[src/rtl/uart_arb_pkg.sv]
// uart_tx_arbiter shared types: FSM states, payload limit, length clamp.
// Optional build macro: UART_ARB_RR_EN (round-robin arbitration).
package uart_arb_pkg;

  localparam int MAX_BYTES = 8;

  typedef enum logic [2:0] {
    ST_IDLE,
    ST_LAUNCH,
    ST_WAIT_BUSY,
    ST_WAIT_DONE,
    ST_DONE
  } arb_state_e;

  function automatic logic [3:0] clamp_len(
    input logic [3:0] len
  );
    if (len > 4'(MAX_BYTES)) begin
      return 4'(MAX_BYTES);
    end
    return len;
  endfunction

endpackage

[src/rtl/uart_tx_arbiter_if.sv]
// Transmitter-side bundle: latched payload, launch strobe, busy flag.
// Arbiter drives it through master, the UART TX through slave.
interface uart_tx_arbiter_if;
  import uart_arb_pkg::*;

  logic [8*MAX_BYTES-1:0] tx_bytes;
  logic [3:0]             tx_len;
  logic                   tx_pulse;
  logic                   tx_busy;

  modport master (
    output tx_bytes,
    output tx_len,
    output tx_pulse,
    input  tx_busy
  );

  modport slave (
    input  tx_bytes,
    input  tx_len,
    input  tx_pulse,
    output tx_busy
  );

endinterface

[src/rtl/uart_arb_pick.sv]
// Combinational winner select: first set request at or after ptr.
// Fixed-priority builds tie ptr to zero, giving lowest-index-wins.
module uart_arb_pick #(
  parameter int NREQ = 4,
  parameter int IDXW = $clog2(NREQ)
) (
  input  logic [NREQ-1:0] req,
  input  logic [IDXW-1:0] ptr,
  output logic            valid,
  output logic [IDXW-1:0] idx
);

  always_comb begin
    int j;
    logic [IDXW-1:0] k;
    valid = 1'b0;
    idx   = '0;
    j     = 0;
    k     = '0;
    // walk from the far end so the nearest offset wins last
    for (int i = NREQ - 1; i >= 0; i--) begin
      j = int'(ptr) + i;
      if (j >= NREQ) begin
        j = j - NREQ;
      end
      k = j[IDXW-1:0];
      if (req[k]) begin
        valid = 1'b1;
        idx   = k;
      end
    end
  end

endmodule

[src/rtl/uart_tx_arbiter.sv]
// Shares one multi-byte UART transmitter among NREQ requesters.
// Optional build macro: UART_ARB_RR_EN (round-robin, else fixed priority).
module uart_tx_arbiter
  import uart_arb_pkg::*;
#(
  parameter int NREQ = 4,
  parameter int IDXW = $clog2(NREQ)
) (
  input  logic               clk,
  input  logic               reset_n,
  input  logic [NREQ-1:0]    req,
  input  logic [64*NREQ-1:0] req_data,
  input  logic [4*NREQ-1:0]  req_len,
  output logic [NREQ-1:0]    gnt,
  output logic [NREQ-1:0]    done,
  output logic               arb_busy,
  uart_tx_arbiter_if.master  tx
);

  arb_state_e      state_q, state_d;
  logic [NREQ-1:0] gnt_q, gnt_d;
  logic [NREQ-1:0] done_q, done_d;
  logic [63:0]     tx_bytes_q, tx_bytes_d;
  logic [3:0]      tx_len_q, tx_len_d;
  logic            tx_pulse_q, tx_pulse_d;
  logic            arb_busy_q, arb_busy_d;
  logic [IDXW-1:0] owner_q, owner_d;
  logic            busy_q, busy_d;

  logic [IDXW-1:0] ptr;
  logic            pick_valid;
  logic [IDXW-1:0] pick_idx;
  logic [63:0]     sel_data;
  logic [3:0]      sel_len;

`ifdef UART_ARB_RR_EN
  logic [IDXW-1:0] ptr_q, ptr_d;

  assign ptr = ptr_q;

  always_comb begin
    ptr_d = ptr_q;
    if (state_q == ST_DONE) begin
      ptr_d = (owner_q == IDXW'(NREQ - 1)) ? '0 : owner_q + IDXW'(1);
    end
  end

  always_ff @(posedge clk or negedge reset_n) begin
    if (!reset_n) begin
      ptr_q <= '0;
    end else begin
      ptr_q <= ptr_d;
    end
  end
`else
  assign ptr = '0;
`endif

  uart_arb_pick #(
    .NREQ (NREQ),
    .IDXW (IDXW)
  ) u_pick (
    .req   (req),
    .ptr   (ptr),
    .valid (pick_valid),
    .idx   (pick_idx)
  );

  always_comb begin
    sel_data = '0;
    sel_len  = '0;
    for (int i = 0; i < NREQ; i++) begin
      if (pick_idx == IDXW'(i)) begin
        sel_data = req_data[64*i +: 64];
        sel_len  = req_len[4*i +: 4];
      end
    end
  end

  always_comb begin
    state_d    = state_q;
    gnt_d      = '0;
    done_d     = '0;
    tx_pulse_d = 1'b0;
    tx_bytes_d = tx_bytes_q;
    tx_len_d   = tx_len_q;
    arb_busy_d = arb_busy_q;
    owner_d    = owner_q;
    busy_d     = tx.tx_busy;
    unique case (state_q)
      ST_IDLE: begin
        if (pick_valid) begin
          owner_d         = pick_idx;
          tx_bytes_d      = sel_data;
          tx_len_d        = clamp_len(sel_len);
          gnt_d[pick_idx] = 1'b1;
          arb_busy_d      = 1'b1;
          state_d = (sel_len == 4'd0) ? ST_DONE : ST_LAUNCH;
        end
      end
      ST_LAUNCH: begin
        tx_pulse_d = 1'b1;
        state_d    = ST_WAIT_BUSY;
      end
      ST_WAIT_BUSY: begin
        if (tx.tx_busy) begin
          state_d = ST_WAIT_DONE;
        end
      end
      ST_WAIT_DONE: begin
        // busy_q holds last cycle's flag: 1 then 0 is the fall
        if (busy_q && !tx.tx_busy) begin
          state_d = ST_DONE;
        end
      end
      ST_DONE: begin
        done_d[owner_q] = 1'b1;
        arb_busy_d      = 1'b0;
        state_d         = ST_IDLE;
      end
      default: begin
        state_d = ST_IDLE;
      end
    endcase
  end

  always_ff @(posedge clk or negedge reset_n) begin
    if (!reset_n) begin
      state_q    <= ST_IDLE;
      gnt_q      <= '0;
      done_q     <= '0;
      tx_bytes_q <= '0;
      tx_len_q   <= '0;
      tx_pulse_q <= 1'b0;
      arb_busy_q <= 1'b0;
      owner_q    <= '0;
      busy_q     <= 1'b0;
    end else begin
      state_q    <= state_d;
      gnt_q      <= gnt_d;
      done_q     <= done_d;
      tx_bytes_q <= tx_bytes_d;
      tx_len_q   <= tx_len_d;
      tx_pulse_q <= tx_pulse_d;
      arb_busy_q <= arb_busy_d;
      owner_q    <= owner_d;
      busy_q     <= busy_d;
    end
  end

  assign gnt         = gnt_q;
  assign done        = done_q;
  assign arb_busy    = arb_busy_q;
  assign tx.tx_bytes = tx_bytes_q;
  assign tx.tx_len   = tx_len_q;
  assign tx.tx_pulse = tx_pulse_q;

endmodule
[src/flat_wrapper.sv]
// flat-port wrapper written by rule: the top's interface ports become plain ports
module uart_tx_arbiter_flat import uart_arb_pkg::*;
#(
  parameter int NREQ = 4,
  parameter int IDXW = $clog2(NREQ)
)
  (clk, reset_n, req, req_data, req_len, gnt, done, arb_busy, tx_tx_bytes, tx_tx_len, tx_tx_pulse, tx_tx_busy);
  uart_tx_arbiter_if tx_i ();
  input  logic clk;
  input  logic reset_n;
  input  logic [NREQ-1:0] req;
  input  logic [64*NREQ-1:0] req_data;
  input  logic [4*NREQ-1:0] req_len;
  output logic [NREQ-1:0] gnt;
  output logic [NREQ-1:0] done;
  output logic arb_busy;
  output wire logic [$bits(tx_i.tx_bytes)-1:0] tx_tx_bytes;
  output wire logic [$bits(tx_i.tx_len)-1:0] tx_tx_len;
  output wire logic [$bits(tx_i.tx_pulse)-1:0] tx_tx_pulse;
  input wire logic [$bits(tx_i.tx_busy)-1:0] tx_tx_busy;
  assign tx_tx_bytes = tx_i.tx_bytes;
  assign tx_tx_len = tx_i.tx_len;
  assign tx_tx_pulse = tx_i.tx_pulse;
  assign tx_i.tx_busy = tx_tx_busy;
  uart_tx_arbiter #(.NREQ(NREQ), .IDXW(IDXW)) u_core (.clk(clk), .reset_n(reset_n), .req(req), .req_data(req_data), .req_len(req_len), .gnt(gnt), .done(done), .arb_busy(arb_busy), .tx(tx_i));
endmodule
[config.mk]
export PLATFORM = sky130hd
export DESIGN_NAME = uart_tx_arbiter_flat
export DESIGN_NICKNAME = d
export VERILOG_FILES = /design/src/rtl/uart_arb_pkg.sv /design/src/rtl/uart_tx_arbiter_if.sv /design/src/rtl/uart_arb_pick.sv /design/src/rtl/uart_tx_arbiter.sv /design/src/flat_wrapper.sv
export SDC_FILE = /design/constraint.sdc
export NUM_CORES = 1
export LEC_CHECK = 0
export CAP_MARGIN = 20
export CORE_AREA = 2 2 137 139
export CTS_CLUSTER_SIZE = 8
export DETAILED_ROUTE_END_ITERATION = 8
export DIE_AREA = 0 0 139 141
export GPL_TIMING_DRIVEN = 0
export PLACE_DENSITY = 0.73
export SYNTH_ARGS = -nofsm -noshare
export SYNTH_HDL_FRONTEND = slang
export SYNTH_SLANG_ARGS = --single-unit
[constraint.sdc]
create_clock -name clk -period 3.6 [get_ports clk]
set_clock_uncertainty 0.05 [all_clocks]
set_input_delay 0.72 -clock clk [delete_from_list [all_inputs] [get_ports clk]]
set_output_delay 0.72 -clock clk [all_outputs]
set_load 0.05 [all_outputs]
# Word-level counts from Yosys, hierarchy flattened
# Cells that the tools add are included.
# word_totals
output_inout_bits	78
regBits	84
elab_cells	71
inputBits	279
ramBits	0
latchBits	0
n_memories	0
rom_bits	0
# classes
eq_ne	10
order_cmp	5
mux	36
div	0
n_reduce_logical	11
shift	0
addsub	0
bitwise_logic	0
n_mul	0
# op_table
operator	count
$mux W64	4
$mux W4	9
$mux W3	4
$pmux W3 S4	1
$mux W1	11
$mux W2	4
$eq A3 B2 Y1 const B	2
$lt A2 B3 Y1 const B	2
$demux W1 S2	2
$eq A2 B2 Y1 const B	2
$ge A2 B1 Y1 const B	2
$gt A4 B4 Y1 const B	1
$logic_not A4 Y1	1
$ne A2 B1 Y1 const B	2
$reduce_and A2 Y1	2
$eq A3 B1 Y1 const B	1
$eq A3 B3 Y1 const B	1
$logic_and A1 B1 Y1	3
$logic_not A3 Y1	1
$reduce_and A3 Y1	1
$eq A2 B1 Y1 const B	1
$logic_not A2 Y1	1
$ne A2 B2 Y1 const B	1
$pmux W1 S2	1
other kinds (2)	2

# Logic depth before layout (Yosys ltp)
# depth
ltp_word	14
ltp_mapped	8
mapped_depth_nobuf	6

# Cells and area by module
# A second synthesis with hierarchy kept.
# unflattened
cells_unflattened	436
area_unflattened_um2	4912.2
# by_module_without_submodules
module	cells_per_inst	seq_area_each_um2	area_each_um2	n_inst
uart_tx_arbiter	423	2102.0	4834.6	1
uart_arb_pick	13	0.0	77.6	1

# Least setup slack after synthesis
# Ideal clock, no wire load.
# synth_timing
path_kind	input to register
startpoint	in req[1]
endpoint	reg u_core.state_q[0]
path_buffers	2
arrival_ps	1801
stages	7
t_required_ps	3417
setup_ps	133
setup_slack_ps	1617
path_cell_list	buf_6 > nor2b_4 > buf_6 > a221oi_1 > a2bb2oi_1 > and4b_1 > o41ai_2
# synth_between
elab_chain_len	11
word_cells_on_any_way	18
cone_classes	eq/ne: 4; mux: 11; reduce/logical: 3
# synth_lines
item	line	source
start, declared	flat_wrapper.sv:11	input logic [NREQ-1:0] req;
$mux W2 (2 in a row)	uart_arb_pick.sv:27	if (req[k]) begin
$logic_not A2 Y1	uart_tx_arbiter.sv:73	if (pick_idx == IDXW'(i)) begin
$mux W4 (4 in a row)	uart_tx_arbiter.sv:73	
$logic_not A4 Y1	uart_tx_arbiter.sv:98	state_d = (sel_len == 4'd0) ? ST_DONE : ST_LAUNCH;
$mux W3	uart_tx_arbiter.sv:98	
$mux W3	uart_tx_arbiter.sv:92	if (pick_valid) begin
$pmux W3 S4	uart_tx_arbiter.sv:90	unique case (state_q)
end signal, assigned	uart_tx_arbiter.sv:139	state_q <= state_d;
end, declared	uart_tx_arbiter.sv:20	arb_state_e state_q, state_d;
# Several ways; a longest one is shown, not always the timed one. The select of a mux whose other input is x is not followed.
# A chain may end at the register's enable or synchronous reset.

# Final worst setup path
# layout_timing
startpoint	in req[0]
endpoint	reg u_core.tx_bytes_q[21], in the netlist u_core.tx.tx_bytes[21]
# layout_between
elab_chain_len	6
word_cells_on_any_way	11
cone_classes	eq/ne: 3; mux: 6; reduce/logical: 2
# layout_lines
item	line	source
$mux W2	uart_arb_pick.sv:27	
$logic_not A2 Y1	uart_tx_arbiter.sv:73	
$mux W64 (4 in a row)	uart_tx_arbiter.sv:73	
end signal, assigned	uart_tx_arbiter.sv:142	tx_bytes_q <= tx_bytes_d;
end, declared	uart_tx_arbiter.sv:23	logic [63:0] tx_bytes_q, tx_bytes_d;
# Several ways; a longest one is shown, not always the timed one.

==> results by group <==
Yosys
  – Synthesized instance count: 474
  – Syn Area/Cell: 9.400 um^2
  – Flops & latches, synth: 84
  – Syn_nets: 753
  – Post-synth cell types: 38
  – Post-synthesis sequential area ratio: 47.18%
  – Warnings from Yosys: 0
  – Post-Syn Area: 4456 um^2

STA
  – Slew @ Worst Pin: ~620 ps
  – Worst setup margin: 1047 ps
  – RSZ-0062 raised after global routing: no
  – Slew Viols, Final: 0
  – Fmax: 391.7 MHz
  – Hold violation count in the final report: 0
  – Tcrit/Tclk final: between 70% and 80%
  – Min Tclk post-route: approximately 2600 ps
  – Finish-stage setup viols: 0
  – Slew HR: 58.69%

CTS
  – Clk pin slew, worst setup/hold paths: 70 ps
  – CTS Hold Bufs: 0
  – Clk sinks: 84
  – Clk buf depth: 2
  – Worst skew pair latency: 330 ps
  – Postcts setup bufs: 0
  – Cts repair resizes: 0
  – H-tree depth: 3
  – CTS tree: yes
  – Root Buffer: clkbuf_16
  – Total CTS buffers: 9

Setup path
  – Slowest Stage Delay on Critical Path: a little under 500 ps
  – Crit-path slowest cell: clkdlybuf4s50_1
  – R2R Setup Slk: 1550 ps
  – Worst Setup Start Kind: input port
  – Arrival time worst endpoint: ~2800 ps
  – Crit path capture: u_core.tx.tx_bytes[21]
  – Critical path type: in2reg
  – Worst EP required: 3800 ps
  – CP cell instances: clkdlybuf4s50_1 -> buf_6 -> nor4b_4 -> buf_2 -> buf_2 -> a222oi_1 -> a31oi_1
  – Top delay family on crit path: buffers and inverters
  – WP depth: 7
  – R2R Path Start: u_core.state_q[2]
  – Critical path endpoint category: flop
  – Critical path fanouts, max: 10
  – Crit path launch: req[0]
  – FF-to-FF End: u_core.tx.tx_bytes[52]
  – Reg2reg path depth: 6
  – WP buf/inv: 4
  – Worst path most repeated cell: buf_2

Power
  – Reg power frac: 24.9%
  – Peak supply drop: 0.4009 mV
  – Leakage: approximately 3.4 nW
  – Clock share of power: 14.0%
  – Switching power: 0.003150 W
  – Internal: around 0.0034 W
  – Power share of the combinational group: 61.1%
  – Switching share of power: between 40% and 50%
  – PwrDens: 758.2 nW/um^2

Global routing
  – Largest net degree at the start of global routing: 44
  – Vias in the first global route: 5501
  – First-pass GRT wire length: 30.35 mm
  – Overflow after GRT: 0
  – Gr usage total: 19.72%
  – Initial antenna violation count: 0

Place
  – I/O Buffers: 355
  – Placer Congestion: 0.8422
  – DP HPWL: 15.66 mm
  – Placed cell areas: roughly 8300 um^2
  – Dpl cells: 1064
  – Pre-CTS setup slack: between 600 and 700 ps

Die
  – Die Footprint: 19600 um^2
  – CORE AREA: between 15000 and 20000 um^2
  – Cell row count: 50
  – Initial Util: between 20 and 25%
  – Num ports: 357
  – Die X: 139 um
  – Die Height: 141 um

Finish
  – Fillers: 1783
  – Utilization after layout: a little under half
  – Final instance area: 8613 um^2
  – Final non-filler cell total: 1080
  – Most frequent cells in the layout: 354 x clkdlybuf4s50_1, 84 x dfrtp_1, 77 x nand2_1, 77 x nor2_1
  – Share of layout cells above drive strength 1: 7.801%
  – Most common cell after layout, fill and taps aside: clkdlybuf4s50_1
  – ANT cells: 0
  – Area Growth Syn to Fin: 93.32%
  – Net count, final: 1120

Route
  – DRT Pass-1 Iters: 8
  – Antenna-violating nets left: 0
  – Vias: 5441
  – Routed WL: 20.04 mm
  – WL per Instance: about 19 um
  – DR DRC count: 0
  – DRT iter0 DRCs: 434
  – Vias per cell: 5.038

Worst hold path
  – Hold Path Class: in2async

Status
  – Status: completed

Flow run
  – Max Cap Viol: 0
[Yosys cell counts, drive strengths merged]
cell type / n / area share [%]
dfrtp: 84 / 47
a222oi: 64 / 14
nor2: 79 / 6.9
a221oi: 2 / 0.39
or2: 1 / 0.14
nand2b: 3 / 0.42
clkbuf: 6 / 0.51
nand2: 77 / 6.5
o41ai: 1 / 0.37
o21bai: 1 / 0.17
a2111oi: 1 / 0.20
nor4b: 1 / 0.53
xnor2: 1 / 0.20
buf: 43 / 6.6
a21oi: 13 / 1.6
nor2b: 2 / 0.45
o22ai: 2 / 0.28
a31oi: 64 / 9.0
o31ai: 3 / 0.51
a2bb2oi: 2 / 0.39
nor3b: 1 / 0.17
nand3: 1 / 0.11
nand3b: 2 / 0.34
a21o: 3 / 0.51
or3: 1 / 0.25
and2: 3 / 0.48
inv: 4 / 0.34
and4b: 1 / 0.22
o21ai: 2 / 0.22
nor3: 6 / 0.67
[layout make-up]
cell class | instances | area, um^2 | area share [%]
Timing Repair Buffer | 356 | 3578 | 41.55
Sequential cell | 84 | 2102 | 24.40
Multi-Input combinational cell | 337 | 2022 | 23.47
Buffer | 49 | 316.6 | 3.675
Tap cell | 234 | 292.8 | 3.399
Clock buffer | 12 | 236.5 | 2.745
Clock inverter | 4 | 50.05 | 0.5811
Inverter | 4 | 15.01 | 0.1743
[power groups by stage]
stage	clock, W	combinational (W)	sequential [W]
3_3_place_gp	0	0.00398	0.00162
3_5_place_dp	0	0.00402	0.00164
5_1_grt	0.000985	0.00424	0.00168
4_1_cts	0.000947	0.00402	0.00163
6_report	0.000912	0.00399	0.00163
2_1_floorplan	0	0.00106	0.00303
[state kept, by name (all words and copies together) (netlist names)]
register            count
u_core.arb_busy         1
u_core.gnt              4
u_core.done             4
u_core.busy_q           1
u_core.tx.tx_bytes     64
u_core.tx.tx_pulse      1
u_core.owner_q          2
u_core.state_q          3
u_core.tx.tx_len        4
[how the worst min path moves through the flow]
stage | from | endpoint | slack (ps) | cells past startpoint
after floorplan | reset_n | u_core.arb_busy | 370 | 0
after global placement | u_core.owner_q[1] | u_core.done[1] | 430 | 1
after detailed placement | u_core.tx.tx_len[3] | u_core.tx.tx_len[3] | 420 | 2
after CTS | reset_n | u_core.tx.tx_bytes[48] | 340 | 1
after global routing | reset_n | u_core.tx.tx_bytes[48] | 360 | 1
final | reset_n | u_core.tx.tx_bytes[48] | 330 | 1
[logic make-up (layout without fill, tap and decap cells)]
logic type      after synthesis  after routing  synth area share [%]
flops                        84             84                 47.18
xor+xnor                      1              1                0.1966
simple gates                178            178                 17.16
compound gates              158            158                 28.03
buf+inv                      53            425                 7.442
[routing by layer]
layer,part of all wire (%),GRT usage [%],vias up
li1,-,-,2568
met1,42,24.54,2596
met2,49,33.83,251
met3,7.2,4.993,26
met4,1.8,5.954,0
met5,0,0,-
[per-stage QoR]
stage	total power (W)	hold WS [ps]	TNS [ps]
finish	0.006531	330.3	0
global route	0.006899	364.2	0
CTS	0.006600	338.3	0
detailed placement	0.005658	423.3	0
global placement	0.005605	428.8	-123470
floorplan	0.004085	374.4	0
No activity file was read; power rests on OpenSTA's default activity.
